==> config.mk <==
export PLATFORM = sky130hd
export DESIGN_NAME = memoria_board_ctrl
export DESIGN_NICKNAME = d
export VERILOG_FILES = /design/src/rtl/memoria_pkg.sv /design/src/rtl/lfsr16.sv /design/src/rtl/memoria_board_ctrl.sv
export SDC_FILE = /design/constraint.sdc
export NUM_CORES = 1
export LEC_CHECK = 0
export CAP_MARGIN = 30
export CORE_MARGIN = 2
export CORE_UTILIZATION = 55
export CTS_CLUSTER_DIAMETER = 150
export DETAILED_ROUTE_END_ITERATION = 16
export HOLD_SLACK_MARGIN = 0.1
export PLACE_DENSITY_LB_ADDON = 0.2
export REMOVE_ABC_BUFFERS = 1
export SYNTH_ARGS = -nofsm -noshare
export SYNTH_HDL_FRONTEND = slang
export SYNTH_HIERARCHICAL = 1
export SYNTH_SLANG_ARGS = --single-unit
==> constraint.sdc <==
create_clock -name clk -period 4.6 [get_ports clk]
set_clock_uncertainty 0.05 [all_clocks]
set_input_delay 0.69 -clock clk [delete_from_list [all_inputs] [get_ports clk]]
set_output_delay 0.69 -clock clk [all_outputs]
set_load 0.01 [all_outputs]
==> src/rtl/memoria_pkg.sv <==
// memoria_pkg: shared definitions for the memory-game board and its game FSM.
//   game_state_t  - 4-bit state codes driven by the game FSM
//   card_status_t - per-slot status stored in the board table
//   N_CARDS/SYM_W - table geometry (16 slots, 8 pairs, 3-bit symbols)
//   home_sym()    - symbol held by a slot in the ordered (unshuffled) layout
package memoria_pkg;

  localparam int N_CARDS = 16;
  localparam int SYM_W   = 3;

  typedef enum logic [3:0] {
    INICIO         = 4'd0,
    MUESTRO        = 4'd1,
    OCULTA         = 4'd2,
    REVUELVE       = 4'd3,
    INICIO_JUEGO   = 4'd4,
    TURNO          = 4'd5,
    UNA_CARTA      = 4'd6,
    DOS_CARTAS     = 4'd7,
    MOSTRAR_RANDOM = 4'd8,
    NO_MAS_PAREJAS = 4'd9,
    CONCLUSION     = 4'd10
  } game_state_t;

  typedef enum logic [1:0] {
    HIDDEN  = 2'd0,
    FACEUP  = 2'd1,
    MATCHED = 2'd2
  } card_status_t;

  // Ordered layout: slots 2k and 2k+1 both hold symbol k.
  function automatic logic [SYM_W-1:0] home_sym(input int idx);
    return SYM_W'(idx >> 1);
  endfunction

endpackage

==> src/rtl/lfsr16.sv <==
// lfsr16: 16-bit Fibonacci LFSR, polynomial x^16+x^14+x^13+x^11+1.
//   clk, rst (async, active-high) - clock and reset (state returns to SEED)
//   en                            - advance one step on this clock edge
//   value                         - current LFSR state
// SEED must be non-zero or the register locks up at all-zeros.
module lfsr16 #(
  parameter logic [15:0] SEED = 16'hACE1
) (
  input  logic        clk,
  input  logic        rst,
  input  logic        en,
  output logic [15:0] value
);

  logic feedback;

  // Taps at bit positions 16,14,13,11 (1-based) -> bits 15,13,12,10.
  assign feedback = value[15] ^ value[13] ^ value[12] ^ value[10];

  always_ff @(posedge clk or posedge rst) begin
    if (rst) begin
      value <= SEED;
    end else if (en) begin
      value <= {value[14:0], feedback};
    end
  end

endmodule

==> src/rtl/memoria_board_ctrl.sv <==
// memoria_board_ctrl: board-side responder for the memory-game FSM.
// Owns the 16-slot card table (symbol + status) and performs whatever the
// current game state code asks for: preview, hide, shuffle, player picks,
// random completion picks and pair verification.
//   clk, rst           - clock, async active-high reset
//   state              - game FSM state code (game_state_t)
//   sel_valid/sel_idx  - player select pulse and chosen slot
//   rd_idx             - display read address
//   rd_sym/rd_status   - table contents at rd_idx, one cycle later
//   cartas_mostradas, cartas_ocultas, cartas_revueltas, se_eligio_carta,
//   carta_randomizada, cartas_verificadas - one-cycle done pulses
//   hubo_pareja        - match result, meaningful only with cartas_verificadas
//   pairs_left         - unmatched pairs remaining (8..0)
//
// Handshake: each done output is a registered pulse, high for exactly one
// cycle, issued at most once per entry into the requesting state. The game
// FSM moves on when it sees the pulse. A state change before the pulse is
// issued abandons the operation silently. sel_valid is a request with no
// back-pressure: it is either accepted (se_eligio_carta next cycle) or
// dropped without any response.
module memoria_board_ctrl
  import memoria_pkg::*;
#(
  parameter int unsigned SHOW_CYCLES   = 50_000_000,
  parameter int unsigned VERIFY_CYCLES = 25_000_000,
  parameter logic [15:0] LFSR_SEED     = 16'hACE1
) (
  input  logic       clk,
  input  logic       rst,
  input  logic [3:0] state,
  input  logic       sel_valid,
  input  logic [3:0] sel_idx,
  input  logic [3:0] rd_idx,
  output logic [2:0] rd_sym,
  output logic [1:0] rd_status,
  output logic       cartas_mostradas,
  output logic       cartas_ocultas,
  output logic       cartas_revueltas,
  output logic       se_eligio_carta,
  output logic       carta_randomizada,
  output logic       cartas_verificadas,
  output logic       hubo_pareja,
  output logic [3:0] pairs_left
);

  localparam logic [31:0] SHOW_LIM   = SHOW_CYCLES;
  localparam logic [31:0] VERIFY_LIM = VERIFY_CYCLES;

  logic [SYM_W-1:0] sym    [N_CARDS];
  card_status_t     status [N_CARDS];

  logic [3:0]  prev_state;
  logic [31:0] sub_cnt;     // preview / verify timer
  logic [3:0]  shuf_i;      // Fisher-Yates position, walks 15 -> 1
  logic        op_done;     // current state's pulse already issued
  logic [1:0]  pick_cnt;
  logic [3:0]  pick0;
  logic [3:0]  pick1;

  logic [15:0] lfsr_q;
  logic        first;       // first cycle in the current state
  logic        done_eff;    // op_done as seen by this cycle's work
  logic [3:0]  cand;        // random slot candidate
  logic        lfsr_unused;

  lfsr16 #(.SEED(LFSR_SEED)) u_lfsr (
    .clk   (clk),
    .rst   (rst),
    .en    (1'b1),
    .value (lfsr_q)
  );

  assign first       = (state != prev_state);
  assign done_eff    = first ? 1'b0 : op_done;
  assign cand        = lfsr_q[3:0];
  assign lfsr_unused = ^lfsr_q[15:4];

  always_ff @(posedge clk or posedge rst) begin
    if (rst) begin
      for (int i = 0; i < N_CARDS; i++) begin
        sym[i]    <= home_sym(i);
        status[i] <= HIDDEN;
      end
      prev_state         <= 4'd0;
      sub_cnt            <= '0;
      shuf_i             <= 4'd0;
      op_done            <= 1'b0;
      pick_cnt           <= 2'd0;
      pick0              <= 4'd0;
      pick1              <= 4'd0;
      rd_sym             <= '0;
      rd_status          <= '0;
      cartas_mostradas   <= 1'b0;
      cartas_ocultas     <= 1'b0;
      cartas_revueltas   <= 1'b0;
      se_eligio_carta    <= 1'b0;
      carta_randomizada  <= 1'b0;
      cartas_verificadas <= 1'b0;
      hubo_pareja        <= 1'b0;
      pairs_left         <= 4'd8;
    end else begin
      prev_state <= state;
      rd_sym     <= sym[rd_idx];
      rd_status  <= status[rd_idx];

      cartas_mostradas   <= 1'b0;
      cartas_ocultas     <= 1'b0;
      cartas_revueltas   <= 1'b0;
      se_eligio_carta    <= 1'b0;
      carta_randomizada  <= 1'b0;
      cartas_verificadas <= 1'b0;
      hubo_pareja        <= 1'b0;

      // Entering a new state discards any half-finished operation.
      if (first) begin
        sub_cnt <= '0;
        shuf_i  <= 4'd15;
        op_done <= 1'b0;
      end

      case (game_state_t'(state))
        INICIO: begin
          for (int i = 0; i < N_CARDS; i++) begin
            sym[i]    <= home_sym(i);
            status[i] <= HIDDEN;
          end
          pick_cnt   <= 2'd0;
          pairs_left <= 4'd8;
        end

        MUESTRO: begin
          if (first) begin
            for (int i = 0; i < N_CARDS; i++) begin
              if (status[i] != MATCHED) status[i] <= FACEUP;
            end
            sub_cnt <= 32'd1;
          end else if (!op_done) begin
            if (sub_cnt >= SHOW_LIM) begin
              cartas_mostradas <= 1'b1;
              op_done          <= 1'b1;
            end else begin
              sub_cnt <= sub_cnt + 32'd1;
            end
          end
        end

        OCULTA: begin
          if (first) begin
            for (int i = 0; i < N_CARDS; i++) begin
              if (status[i] != MATCHED) status[i] <= HIDDEN;
            end
          end else if (!op_done) begin
            cartas_ocultas <= 1'b1;
            op_done        <= 1'b1;
          end
        end

        REVUELVE: begin
          // One candidate per cycle; out-of-range candidates are retried so
          // every j in 0..i stays equally likely.
          if (!first && !op_done && (cand <= shuf_i)) begin
            sym[shuf_i] <= sym[cand];
            sym[cand]   <= sym[shuf_i];
            if (shuf_i == 4'd1) begin
              cartas_revueltas <= 1'b1;
              op_done          <= 1'b1;
            end else begin
              shuf_i <= shuf_i - 4'd1;
            end
          end
        end

        INICIO_JUEGO: begin
          pick_cnt <= 2'd0;
        end

        TURNO, UNA_CARTA: begin
          // A still-high se_eligio_carta means the FSM has not reacted to
          // the previous pick yet, so a new select is dropped.
          if (sel_valid && (status[sel_idx] == HIDDEN) &&
              (pick_cnt < 2'd2) && !se_eligio_carta) begin
            status[sel_idx] <= FACEUP;
            if (pick_cnt == 2'd0) pick0 <= sel_idx;
            else                  pick1 <= sel_idx;
            pick_cnt        <= pick_cnt + 2'd1;
            se_eligio_carta <= 1'b1;
          end
        end

        DOS_CARTAS: begin
          if (first) begin
            sub_cnt <= 32'd1;
          end else if (!op_done) begin
            if (sub_cnt >= VERIFY_LIM) begin
              if (sym[pick0] == sym[pick1]) begin
                status[pick0] <= MATCHED;
                status[pick1] <= MATCHED;
                hubo_pareja   <= 1'b1;
                if (pairs_left != 4'd0) pairs_left <= pairs_left - 4'd1;
              end else begin
                status[pick0] <= HIDDEN;
                status[pick1] <= HIDDEN;
              end
              cartas_verificadas <= 1'b1;
              pick_cnt           <= 2'd0;
              op_done            <= 1'b1;
            end else begin
              sub_cnt <= sub_cnt + 32'd1;
            end
          end
        end

        MOSTRAR_RANDOM: begin
          // Work starts on the first cycle; the pulse follows the cycle in
          // which pick_cnt is seen at 2.
          if (!done_eff) begin
            if (pick_cnt == 2'd2) begin
              carta_randomizada <= 1'b1;
              op_done           <= 1'b1;
            end else if (status[cand] == HIDDEN) begin
              status[cand] <= FACEUP;
              if (pick_cnt == 2'd0) pick0 <= cand;
              else                  pick1 <= cand;
              pick_cnt <= pick_cnt + 2'd1;
            end
          end
        end

        default: begin
          // NO_MAS_PAREJAS, CONCLUSION and unused codes hold the board.
        end
      endcase
    end
  end

endmodule

-- After elaboration in Yosys (flattened, before gate mapping)
Cells that the tools add are included.
- flip-flop bits (word level): 163
- input bits: 15
- output and inout port bits: 16
- word-level logic and storage cells: 376
- add/sub/neg operators: 4
- magnitude comparators: 15
- equality and inequality tests: 76
- multiplexer cells: 160
- bitwise operators: 25
- reduce and logical (&&, ||, !) cells: 46
- operators by type and width (operator ; count):
    2-to-1 mux 32 bit ; 17
    case mux 32 bit (6 select lines) ; 1
    AND reduction 12 bit ; 16
    != test 2 bit, second input constant ; 64
    2-to-1 mux 2 bit ; 49
    bitwise mux 48 bit ; 2
    case mux 48 bit (2 select lines) ; 1
    2-to-1 mux 4 bit ; 21
    AND 16 bit ; 4
    AND 32 bit ; 2
    NOT 16 bit ; 4
    NOT 32 bit ; 2
    OR 16 bit ; 4
    case mux 32 bit (2 select lines) ; 1
    binary-select mux 3 bit (select 4 bit) ; 5
    2-to-1 mux 48 bit ; 1
    2-to-1 mux 1 bit ; 36
    2-to-1 mux 3 bit ; 12
    adder 32 x 1 -> 32 bit, second input constant ; 1
    demux 2 bit (select 4 bit) ; 4
    >= comparator 32 x 25 -> 1 bit, second input constant ; 1
    >= comparator 32 x 26 -> 1 bit, second input constant ; 1
    >= comparator 5 bit, second input constant ; 6
    NOT 4 -> 5 bit ; 6
    other kinds (30) ; 65

-- Longest topological paths before layout
Gate-level depths: netlist of the first run.
- depth in word-level cells: 13
- depth in mapped cells: 11
- depth with buffers taken out: 10

-- Modules after synthesis
Netlist of the first run, hierarchy kept.
- modules (own cells, without submodules) (module ; instances ; cells each ; area an instance (µm²) ; sequential area each (µm²)):
    memoria_board_ctrl ; 1 ; 1153 ; 10899.2 ; 3709.8
    lfsr16 ; 1 ; 39 ; 679.4 ; 410.4

-- Worst setup path after synthesis of the first run
OpenSTA, ideal clock, no wires.
- kind: register to register
- start point: reg shuf_i[1]
- end point: reg sym[0] in the netlist's numbering
- library setup time: 0.082 ns
- data arrival time: 2.772 ns
- data required time: 4.468 ns
- setup slack: 1.696 ns
- cell stages (with the launch flop): 12
- buffers on the path: 1
- period minus slack after synthesis: 2.904 ns
- cells stage by stage: dfrtp_1 -> clkbuf_1 -> inv_1 -> ha_1 -> nor2b_1 -> o21a_1 -> o21a_1 -> o21ai_0 -> and3_1 -> nor2_1 -> a31oi_1 -> mux2_2
- longest elaborated chain between the ends: 9
- elaborated cells on any way between the ends: 17
- those cells by class: 3 x order compare; 1 x eq/ne; 9 x mux; 1 x bitwise; 3 x reduce/logical
- RTL lines (what ; RTL line ; RTL):
    from (decl) ; memoria_board_ctrl.sv:54 ; logic [3:0] shuf_i;
    from (signal assigned) ; memoria_board_ctrl.sv:168 ; shuf_i <= shuf_i - 4'd1;
    NOT 4 -> 5 bit (implied by the code) ; memoria_board_ctrl.sv:162, memoria_board_ctrl.sv:163 ;
    >= comparator 5 bit (implied by the code) / less-than comparator 5 x 1 -> 1 bit (equally long branches) ; memoria_board_ctrl.sv:162 ; sym[shuf_i] <= sym[cand];
    logical AND 1 bit (implied by the code) ; memoria_board_ctrl.sv:162 ;
    2-to-1 mux 3 bit (implied by the code) ; memoria_board_ctrl.sv:162 ;
    demux 3 bit (select 4 bit) ; memoria_board_ctrl.sv:162 ;
    bitwise mux 48 bit ; memoria_board_ctrl.sv:162 ;
    bitwise mux 48 bit ; memoria_board_ctrl.sv:163 ; sym[cand] <= sym[shuf_i];
    2-to-1 mux 48 bit ; memoria_board_ctrl.sv:161 ; if (!first && !op_done && (cand <= shuf_i)) begin
    case mux 48 bit (2 select lines) ; memoria_board_ctrl.sv:121 ; case (game_state_t'(state))
    to (signal, indexed assignment) ; memoria_board_ctrl.sv:124 ; sym[i] <= home_sym(i);
    to (signal, indexed assignment) ; memoria_board_ctrl.sv:162 ;
    to (signal, indexed assignment) ; memoria_board_ctrl.sv:163 ;
    to (decl) ; memoria_board_ctrl.sv:49 ; logic [SYM_W-1:0] sym [N_CARDS];
Several ways; a longest one is shown, not always the timed one. The select of a mux whose other input is x is not followed.
A chain may end at the register's enable or synchronous reset.

-- Worst setup path in the final report of the first run
- start point: reg pick1[0]
- end point: reg pairs_left[2]
- longest elaborated chain between the ends: 7
- RTL lines (what ; RTL line ; RTL):
    from (decl) ; memoria_board_ctrl.sv:58 ; logic [3:0] pick1;
    from (signal assigned) ; memoria_board_ctrl.sv:184 ; else pick1 <= sel_idx;
    from (signal assigned) ; memoria_board_ctrl.sv:223 ; else pick1 <= cand;
    NOT 4 -> 5 bit (implied by the code) ; memoria_board_ctrl.sv:195 ; if (sym[pick0] == sym[pick1]) begin
    binary-select mux 3 bit (select 4 bit) ; memoria_board_ctrl.sv:195 ;
    2-to-1 mux 3 bit (implied by the code) (2 in a row) ; memoria_board_ctrl.sv:195 ;
    equality test 3 bit ; memoria_board_ctrl.sv:195 ;
    != test 2 bit (no source line) ; - ;
    AND reduction 6 bit (no source line) ; - ;
    to (signal assigned) ; memoria_board_ctrl.sv:199 ; if (pairs_left != 4'd0) pairs_left <= pairs_left - 4'd1;
    to (decl) ; memoria_board_ctrl.sv:43 ; output logic [3:0] pairs_left
No other way between the ends. The select of a mux whose other input is x is not followed.

==> metrics.md, run 1 <==
| Metric | Value |
|---|---|
| Status | completed |
| Min-delay src | pick_cnt[0]$_DFFE_PP0P_ |
| Fin area | between 0.01 and 0.015 mm² |
| Gr ovfl total | 0 |
| Router iterations before antenna repair | 6 |
| Post-Route WL | 36500 µm |
| CTS root buf | clkbuf_16 |
| Clk_lat worst skew | between 400 and 500 ps |
| Inserted Diodes | 0 |
| First-iteration detailed-routing DRC count | 1525 |
| Antenna Violating Nets Remaining | 0 |
| Min cycle time layout | between 3000 and 4000 ps |
| Final Util | slightly above 60% |
| Final setup viols | 0 |
| Cells after synthesis | around 1200 |
| Tot GR Track Use | 33.9% |
| Worst Reg-to-Reg Cells | 8 |
| Final Hold Fails | 0 |
| Dpl cell area | between 0.01 and 0.015 mm² |
| Yosys reg bits | about 160 |
| Leak | roughly 0.0048 µW |
| Reg2Reg Setup Slack | around 800 ps |
| Worst hold stages | 1 |
| Residual DRC | 0 |
| Max VDD drop | 410 µV |
| Initial Utilization | 55.6% |
| Avg Inst Size Synth | just under 10 µm² |
| CP required | just under 5000 ps |
| Post_cts resized | 0 |
| Max-cap violations | 0 |
| DPL Wire Length | 25500 µm |
| Worst Hold Class | flip-flop to flip-flop |
| R2r startpoint | pick1[0]$_DFFE_PP0P_ |
| Crit path kind | flip-flop to flip-flop |
| Ys async rst share | between 90% and 100% |
| Final worst-path cycle share | 82.7% |
| H-tree level count | 4 |
| Max clock buf depth | 2 |
| CTS tree | built |
| NumNets Final | approximately 1200 |
| First-pass GRT wire length | 57500 µm |
| Max transition margin | 34.2% |
| Area growth, synth to finish | 9.61% |
| Total power draw | around 5700 µW |
| Post-DR wirelength/cell | roughly 25 µm |
| Vias | about 11000 |
| Initial antenna violation count | 0 |
| Slew @ Worst Pin | roughly 990 ps |
| DIE AREA | 0.0222 mm² |
| CP Capture Type | flip-flop |
| Sink Count | between 150 and 200 |
| Netlist cell types | 78 |
| DR vias/cell | slightly above 7 |
| Prevailing post-synth register cell | dfrtp_1 |
| Sequential share of the synthesized area | a little over a third |
| RSZ-0062 raised after global routing | no |
| Slew Limit Fails | 0 |
| EDFF count, synth | 0 |
| IO buf count | 30 |
| Number of global-route vias before repair | 10100 |
| Die Ht | between 100 and 150 µm |
| Largest net degree at the start of global routing | 90 |
| Worst Hold End | pick_cnt[0]$_DFFE_PP0P_ |
| Core area | approximately 0.021 mm² |
| Cts hold-fix bufs | 0 |
| Fmax | 263 MHz |
| Crit-path max FO | 21 |
| CP startpoint kind | flip-flop |
| Cts bufs inserted | 17 |
| Die W | 149 µm |
| Final GP Congestion | just under 1 |
| Crit path DAT | ~4000 ps |
| Setup Buffers After CTS | 0 |
| Share of cells above drive strength 1 | around 17% |
| CTS clk-pin slew, worst paths | 70 ps |
| Mapped cell area | between 0.01 and 0.015 mm² |
| Worst r2r dst | pairs_left[2]$_DFFE_PP0P_ |
| Site Rows | 53 |
| PwrDens | between 400 and 500 mW/mm² |
| Yosys warning count | 6 |
| # IOs | 31 |
[registers in the layout, indices dropped and copies added, names as in the netlist, 2 cells and up]
| name | flops |
|---|---|
| status | 32 |
| pick1 | 4 |
| rd_sym | 3 |
| pairs_left | 4 |
| shuf_i | 4 |
| sub_cnt | 32 |
| pick_cnt | 2 |
| u_lfsr/value | 16 |
| pick0 | 4 |
| prev_state | 4 |
| sym | 48 |
| rd_status | 2 |
[worst max-delay path by stage]
stage	from	slack [ps]	to	cells past startpoint
after global placement	state[2]	800	status[22]$_DFFE_PP0P_	11
after CTS	pick1[0]$_DFFE_PP0P_	880	pairs_left[2]$_DFFE_PP0P_	8
after detailed placement	state[2]	680	status[30]$_DFFE_PP0P_	11
final	pick1[0]$_DFFE_PP0P_	800	pairs_left[2]$_DFFE_PP0P_	8
after global routing	pick1[0]$_DFFE_PP0P_	630	pairs_left[2]$_DFFE_PP0P_	8
after floorplan	rst	-50	carta_randomizada$_DFF_PP0_	1
[cell type report]
type                    instances  area (µm²)
clock inverters                13         136
inverters                      45         174
clock buffers                  19         454
well taps                     275         344
fillers                      1764        8130
repair buffers                 63         548
multi-input cells             902        6910
flip-flops and latches        163        4120
[placed cells by master, fill, tap and decap left out, types with 15 or more instances in the layout]
| master | netlist | layout |
|---|---|---|
| mux4_2 | 75 | 75 |
| a22oi_1 | 50 | 50 |
| nand3_1 | 40 | 40 |
| clkdlybuf4s50_1 | 0 | 30 |
| dfrtp_1 | 130 | 130 |
| a21oi_1 | 104 | 104 |
| o21ai_1 | 44 | 44 |
| inv_1 | 40 | 39 |
| nor3_1 | 26 | 26 |
| xnor2_1 | 15 | 15 |
| buf_4 | 0 | 33 |
| o2bb2ai_1 | 18 | 18 |
| dfstp_2 | 33 | 33 |
| a2bb2oi_1 | 29 | 29 |
| clkbuf_16 | 0 | 18 |
| a31oi_1 | 17 | 17 |
| nand2_1 | 97 | 97 |
| o22ai_1 | 27 | 27 |
| o21ai_0 | 17 | 17 |
| nor2_1 | 113 | 113 |
| nor2b_1 | 22 | 22 |
[metrics by stage]
| stage | TNS, ps | cells | hold slack (ps) | setup WS (ps) |
|---|---|---|---|---|
| floorplan | -6100 | 1110 | 390 | -50.0 |
| global placement | 0 | 1448 | 408 | 795 |
| detailed placement | 0 | 1448 | 416 | 682 |
| CTS | 0 | 1480 | 424 | 881 |
| global route | 0 | 1480 | 465 | 629 |
| finish | 0 | 1480 | 424 | 798 |
[layer usage]
| metal | vias to the layer above | GRT usage, % | wire [µm] |
|---|---|---|---|
| met2 | 762 | 51.1 | 16500 |
| met3 | 152 | 7.71 | 3990 |
| met1 | 5202 | 46.7 | 14100 |
| met4 | 0 | 15.9 | 1900 |
| li1 | 4564 | - | - |
| met5 | - | 0 | 0 |
[synthesized netlist by cell type, drive strengths merged, types with 6 or more instances]
cell,number,share of area [%]
clkbuf,58,1.9
a22oi,50,3.2
a211oi,6,0.39
nor4,10,0.72
or3,11,0.59
mux4,81,16
o211ai,8,0.52
nand3,41,1.8
mux2,29,3.1
and2,6,0.32
nor2,114,3.7
o21ai,64,2.9
o2111ai,6,0.51
a31oi,17,0.92
o2bb2ai,18,1.4
dfrtp,130,28
dfstp,33,7.5
and3,7,0.38
nor3,26,1.1
nand2b,10,0.54
a221o,6,0.52
nor2b,22,1.2
xor2,14,1.1
nand2,98,3.2
ha,14,1.5
buf,24,1.4
nand4,13,0.70
a2bb2oi,29,2.2
inv,44,1.4
a21oi,104,4.5
o22ai,27,1.5
xnor2,15,1.1
[cells by family (layout without fill, tap and decap cells)]
family / after synthesis / count (layout) / share of synthesized area [%]
AOI/OAI and AO/OA: 373 / 373 / 21.4
buffers and inverters: 127 / 140 / 4.70
DFF: 163 / 163 / 35.6
adders and majority gates: 14 / 14 / 1.51
and+or+nand+nor: 375 / 375 / 15.5
other: 1 / 1 / 0.0324
muxes: 110 / 110 / 19.0
xor gates and xnor gates: 29 / 29 / 2.19
[critical path, stage by stage (launching register included)]
cell and delay [ps]:
dfrtp_1 990, mux4_1 670, a22oi_1 320, nand2_1 120, xor2_1 230, nor4_4 320, nand2_2 350, or4_1 520
a21oi_1 140
[power by group]
part	switching (µW)	internal [µW]	total, µW
registers	410	1660	2070
clock network	663	797	1460
logic	1270	886	2160
No activity file was read; power rests on OpenSTA's default activity.
==> run 2, diff against run 1 <==
==> constraint.sdc (replaced) <==
create_clock -name clk -period 3.1 [get_ports clk]
set_clock_uncertainty 0.05 [all_clocks]
set_input_delay 0.465 -clock clk [delete_from_list [all_inputs] [get_ports clk]]
set_output_delay 0.465 -clock clk [all_outputs]
set_load 0.01 [all_outputs]
==> metrics.md, run 2 (synthesis gave the netlist of run 1 again) <==
| Metric | Value |
|---|---|
| Status | completed |
| Slew Limit Fails | 0 (unchanged) |
| DPL Wire Length | 27400 µm (+7.4%) |
| Antenna Violating Nets Remaining | 0 (unchanged) |
| R2r startpoint | u_lfsr/value[0]$_DFFE_PP1P_ |
| Routed wl met2 | 17300 µm (+5.1%) |
| Router iterations before antenna repair | 8 (+2) |
| Slew @ Worst Pin | 784 ps (-203 ps) |
| Worst path cell trace | buf_4 -> mux4_2 -> mux4_2 -> nor2b_1 -> a31oi_1 -> o22ai_1 |
| Area growth, synth to finish | 14.6% |
| PwrDens | 665 mW/mm² (+48%) |
| Max incr delay on CP | 710 ps (-280 ps) |
| Worst Hold Class | input pin to asynchronous set/reset pin |
| CP required | 3360 ps (-1560 ps) |
| Residual DRC | 0 (unchanged) |
| # IOs | 31 (unchanged) |
| Largest net degree at the start of global routing | 49 (-46%) |
| Die W | 149 µm (unchanged) |
| Dpl cell area | 0.0126 mm² (+4.5%) |
| Metal3 WL | 4300 µm (+7.6%) |
| NumNets Final | 1283 (+5.1%) |
| Metal-1 WL | 15100 µm (+6.8%) |
| Fin area | 0.0133 mm² (+4.6%) |
| Post-Route WL | 38400 µm (+5.3%) |
| Fmax | 334 MHz (+27%) |
| Max transition margin | 47.4% (+13 points) |
| CP endpoint | sym[16]$_DFFE_PP0P_ |
| Leak | 0.00517 µW (+7.0%) |
| Max VDD drop | 570 µV (+39%) |
| Final setup viols | 0 (unchanged) |
| Cts bufs inserted | 17 (unchanged) |
| Clk_lat worst skew | 450 ps (about the same) |
| Final GP Congestion | 1.04 (+5.3%) |
| CTS root buf | clkbuf_16 |
| Final Hold Fails | 0 (unchanged) |
| Biggest register | sym |
| Inserted Diodes | 0 (unchanged) |
| Top Registers | sym: 48 flops, status: 32 flops, sub_cnt: 32 flops |
| Total power draw | 8820 µW (+55%) |
| Initial antenna violation count | 0 (unchanged) |
| Worst Reg-to-Reg Cells | 6 (-2) |
| Crit-path max FO | 13 (-38%) |
| Setup crit start | u_lfsr/value[0]$_DFFE_PP1P_ |
| Final Util | 63.7% (+2.8 points) |
| Min cycle time layout | 2990 ps (-808 ps) |
| Max stage delay cell, worst path | dfstp_2 |
| CTS clk-pin slew, worst paths | 80 ps (about the same) |
| Most common cell after layout, fill and taps aside | dfrtp_1 |
| CP most frequent cell | mux4_2 |
| Post-place setup slack | -132 ps (-814 ps) |
| Most frequent cells in the layout | 130 x dfrtp_1, 112 x nor2_1, 104 x a21oi_1 |
| Die Ht | 149 µm (unchanged) |
| Max FFs per register | 48 (unchanged) |
| Number of global-route vias before repair | 10600 (+4.6%) |
| First-pass GRT wire length | 60400 µm (+5.0%) |
| CTS tree | built |
| DIE AREA | 0.0222 mm² (unchanged) |
| Initial Utilization | 55.6% (unchanged) |
| Vias | 10800 (+1.1%) |
| Gr ovfl total | 0 (unchanged) |
| Final worst-path cycle share | 96.6% (+14 points) |
| Site Rows | 53 (unchanged) |
| Post-DR wirelength/cell | 24.9 µm (+1.1%) |
| First-iteration detailed-routing DRC count | 1363 (-11%) |
| Core area | 0.0208 mm² (unchanged) |
| Max clock buf depth | 2 (unchanged) |
| Share of cells above drive strength 1 | 21.9% (+4.4 points) |
| Final worst setup slack | 105 ps (-692 ps) |
| Worst r2r dst | sym[16]$_DFFE_PP0P_ |
| CP Capture Type | flip-flop |
| H-tree level count | 4 (unchanged) |
| Tot GR Track Use | 35.7% (+1.8 points) |
| Reg2Reg Setup Slack | 110 ps (-690 ps) |
| Worst hold slack | 368 ps (-55.9 ps) |
| Crit path DAT | 3260 ps (-860 ps) |
| CP startpoint kind | flip-flop |
| RSZ-0062 raised after global routing | no |
| Max-cap violations | 0 (unchanged) |
| Sink Count | 163 (unchanged) |
| DR vias/cell | 7.00 (-3.0%) |
| Uppermost routed layer | met4 |
| Crit path kind | flip-flop to flip-flop |
| IO buf count | 30 (unchanged) |
run 2: layer usage:
| metal | vias to the layer above | track usage (%) |
|---|---|---|
| li1 | 4692 | - |
| met1 | 5219 | 48.8 |
| met2 | 735 | 54.1 |
| met3 | 151 | 8.90 |
| met4 | 0 | 15.7 |
| met5 | - | 0 |
run 2: final cells by class:
| cell class | instances | area, µm² |
|---|---|---|
| Inverter | 45 | 174 |
| Clock inverter | 15 | 186 |
| Sequential cell | 163 | 4120 |
| Fill cell | 1721 | 7550 |
| Tap cell | 275 | 344 |
| Multi-Input combinational cell | 902 | 6940 |
| Clock buffer | 17 | 425 |
| Timing Repair Buffer | 125 | 1090 |
run 2: critical path: cells and delay by family, from the launching register on:
family                 cells  cell delay [ps]
DFF                        1              710
AOI/OAI and AO/OA          2              420
buffers and inverters      1              260
muxes                      2             1200
and+or+nand+nor            1              220
run 2: how the worst min path moves through the flow:
stage	startpoint	to	cells past startpoint	slack (ps)
2_1_floorplan	rst	u_lfsr/value[12]$_DFFE_PP0P_	1	320
3_5_place_dp	pick_cnt[0]$_DFFE_PP0P_	pick_cnt[0]$_DFFE_PP0P_	1	410
5_1_grt	rst	sym[21]$_DFFE_PP0P_	2	410
3_3_place_gp	pick_cnt[0]$_DFFE_PP0P_	pick_cnt[0]$_DFFE_PP0P_	1	400
6_report	rst	sym[21]$_DFFE_PP0P_	2	370
4_1_cts	rst	sym[21]$_DFFE_PP0P_	2	390
run 2: power breakdown:
group	internal (µW)	leakage, µW	switching [µW]
Clock	1090	0.000293	1090
Combinational	1560	0.00282	2180
Sequential	2460	0.00205	439
Total	5120	0.00517	3710
run 2: per-stage QoR:
stage | setup TNS [ps] | std cells
2_1_floorplan | -208240 | 1110
3_3_place_gp | -1640 | 1510
3_5_place_dp | -1570 | 1510
4_1_cts | 0 | 1542
5_1_grt | 0 | 1542
6_report | 0 | 1542
run 2: timing repair:
| action | CTS | global route |
|---|---|---|
| buffers inserted | 0 | 0 |
| setup endpoints to repair | 0 | 31 |
| hold buffers | 0 | 0 |
| gates resized for setup | 0 | 5 |
==> RTL change (config.mk and constraints of run 2) <==
Reset style: synchronous (`rst`), changed in 2 clocked blocks. Comments in the files are not updated.
--- a/src/rtl/lfsr16.sv
+++ b/src/rtl/lfsr16.sv
@@ -18,5 +18,5 @@
   assign feedback = value[15] ^ value[13] ^ value[12] ^ value[10];
 
-  always_ff @(posedge clk or posedge rst) begin
+  always_ff @(posedge clk) begin
     if (rst) begin
       value <= SEED;
--- a/src/rtl/memoria_board_ctrl.sv
+++ b/src/rtl/memoria_board_ctrl.sv
@@ -76,5 +76,5 @@
   assign lfsr_unused = ^lfsr_q[15:4];
 
-  always_ff @(posedge clk or posedge rst) begin
+  always_ff @(posedge clk) begin
     if (rst) begin
       for (int i = 0; i < N_CARDS; i++) begin
Formal check against the unedited RTL: differs if rst is asserted again (counterexample within 4 cycles, from zero or initial values and one cycle with rst high); with rst held inactive, the same outputs for 4 cycles.
==> RTL change against run 2 <==
  * Worst setup slack improved by 21 ps
  * Count of clock-buffer cells in the layout is 1 higher
  * Maximum frequency is 0.71% higher
  * Largest cell class unchanged
  * Sequential cell count grew 8
  * Routed wire length shrank 8.2%
  * Critical endpoint is now status[15][1]$_DFFE_PP_
  * Highest routed layer unchanged
  * First-iteration DRC count is 5.0% lower
  * Design area increased by 3.9%
  * Via count increased by 0.81%
  * Synthesized area about the same
Power is not compared: it rests on default switching activity, and its combinational part moved more than twofold at a synthesized area within 25%.
==> RTL change: results (changes against run 2) <==
Run status
  – Outcome: complete, no violations

Placement
  – Placed cell areas: 0.0132 sq mm (+4.0%)
  – RD Place Congestion: 0.938 (-10%)
  – Pre-CTS setup slack: -335 ps (-203 ps)
  – DPL Wire Length: 25400 um (-7.2%)

Global route
  – GR Util met3: 5.47% (-3.4 points)
  – M2 GR Usage: 50.9% (-3.2 points)
  – GRT Total Usage: 32.1% (-3.6 points)
  – Vias in the first global route: 10201 (-3.3%)
  – First-pass GRT wire length: 55100 um (-8.8%)

Worst setup path
  – Worst R2R End: status[15][1]$_DFFE_PP_
  – Reg2Reg Depth: 11 (+5)
  – CP top delay family: simple AND/OR/NAND/NOR gates

Route
  – WL per Instance: 21.5 um (-14%)
  – Initial detailed-routing violation count: 1295 (-5.0%)
  – DRT met1 WL: 14200 um (-5.8%)
  – Metal3 WL: 3620 um (-16%)
  – WL met2: 16500 um (-4.4%)
  – Total wire length: 35300 um (-8.2%)

Yosys
  – Yosys cell types: 83 (+6.4%)
  – Commonest cells post-synth: nand2_1 (137), nor2_1 (116), dfxtp_1 (107)
  – Synth top area cells: dfxtp_1 (19%), mux4_2 (18%), edfxtp_1 (17%)
  – Seq/Total Area, Yosys: 35.1% (-0.47 points)
  – Mux share of post-synthesis cell area: 20.9% (+1.8 points)
  – Post-synth EDFFs: 64 (+64)
  – Main flop type after synthesis: dfxtp_1
  – Post-synthesis compound-gate area fraction: 15.1% (-6.3 points)
  – Post-synthesis adder-cell area fraction: 1.51% (about the same)

Finish
  – Nets: 1378 (+7.4%)
  – Layout cell share with drive strength beyond 1: 23.9% (+2.0 points)

Hold path
  – Hold Crit Class: flop to flop

STA
  – Final WS setup: 126 ps (+21.0 ps)
[RTL change: cell count changes in the layout (fill, tap and decap cells not counted), moves of 18 or more]
cell       change
dfrtp_1      -130
dfxtp_1      +105
buf_4         +67
edfxtp_1      +64
o21ai_0       +56
nand2_1       +41
o21ai_1       -41
nand4_1       +36
a21oi_1       -33
dfstp_2       -33
a22oi_1       -31
mux2i_1       +31
a2bb2oi_1     -28
mux4_2        +18
[RTL change: cell families after synthesis]
logic type | Yosys count
compound gates | 271
xor+xnor | 24
fa+ha+maj | 14
buf+inv | 121
flops | 171
mux | 125
other cells | 1
simple gates | 494
[RTL change: cell type report]
type	instances	share of cell area, %
well taps	275	2.49
inverters	37	1.02
clock buffers	18	3.11
multi-input cells	929	51.1
flip-flops and latches	171	29.5
clock inverters	14	1.15
repair buffers	193	11.6
[RTL change: worst min-delay path by stage]
stage / endpoint / slack [ps] / cells after the start
final: sub_cnt[28]$_SDFF_PP0_ / 410 / 1
after detailed placement: sub_cnt[28]$_SDFF_PP0_ / 400 / 1
after global routing: sub_cnt[28]$_SDFF_PP0_ / 450 / 1
after CTS: sub_cnt[28]$_SDFF_PP0_ / 420 / 1
after global placement: sub_cnt[28]$_SDFF_PP0_ / 390 / 1
after floorplan: sub_cnt[30]$_SDFF_PP0_ / 380 / 1
[RTL change: power groups by stage]
stage	registers, uW	clock network (uW)	logic, uW
after floorplan	2550	0	542
after global placement	2520	0	986
after detailed placement	2520	0	1000
after CTS	2470	2210	1010
after global routing	2480	2310	1100
final	2470	2210	1040
[RTL change: timing repair]
action                                  in CTS  in global routing
resized for setup                            1                  8
buffers inserted                             0                  2
endpoints found under the setup margin      17                 61
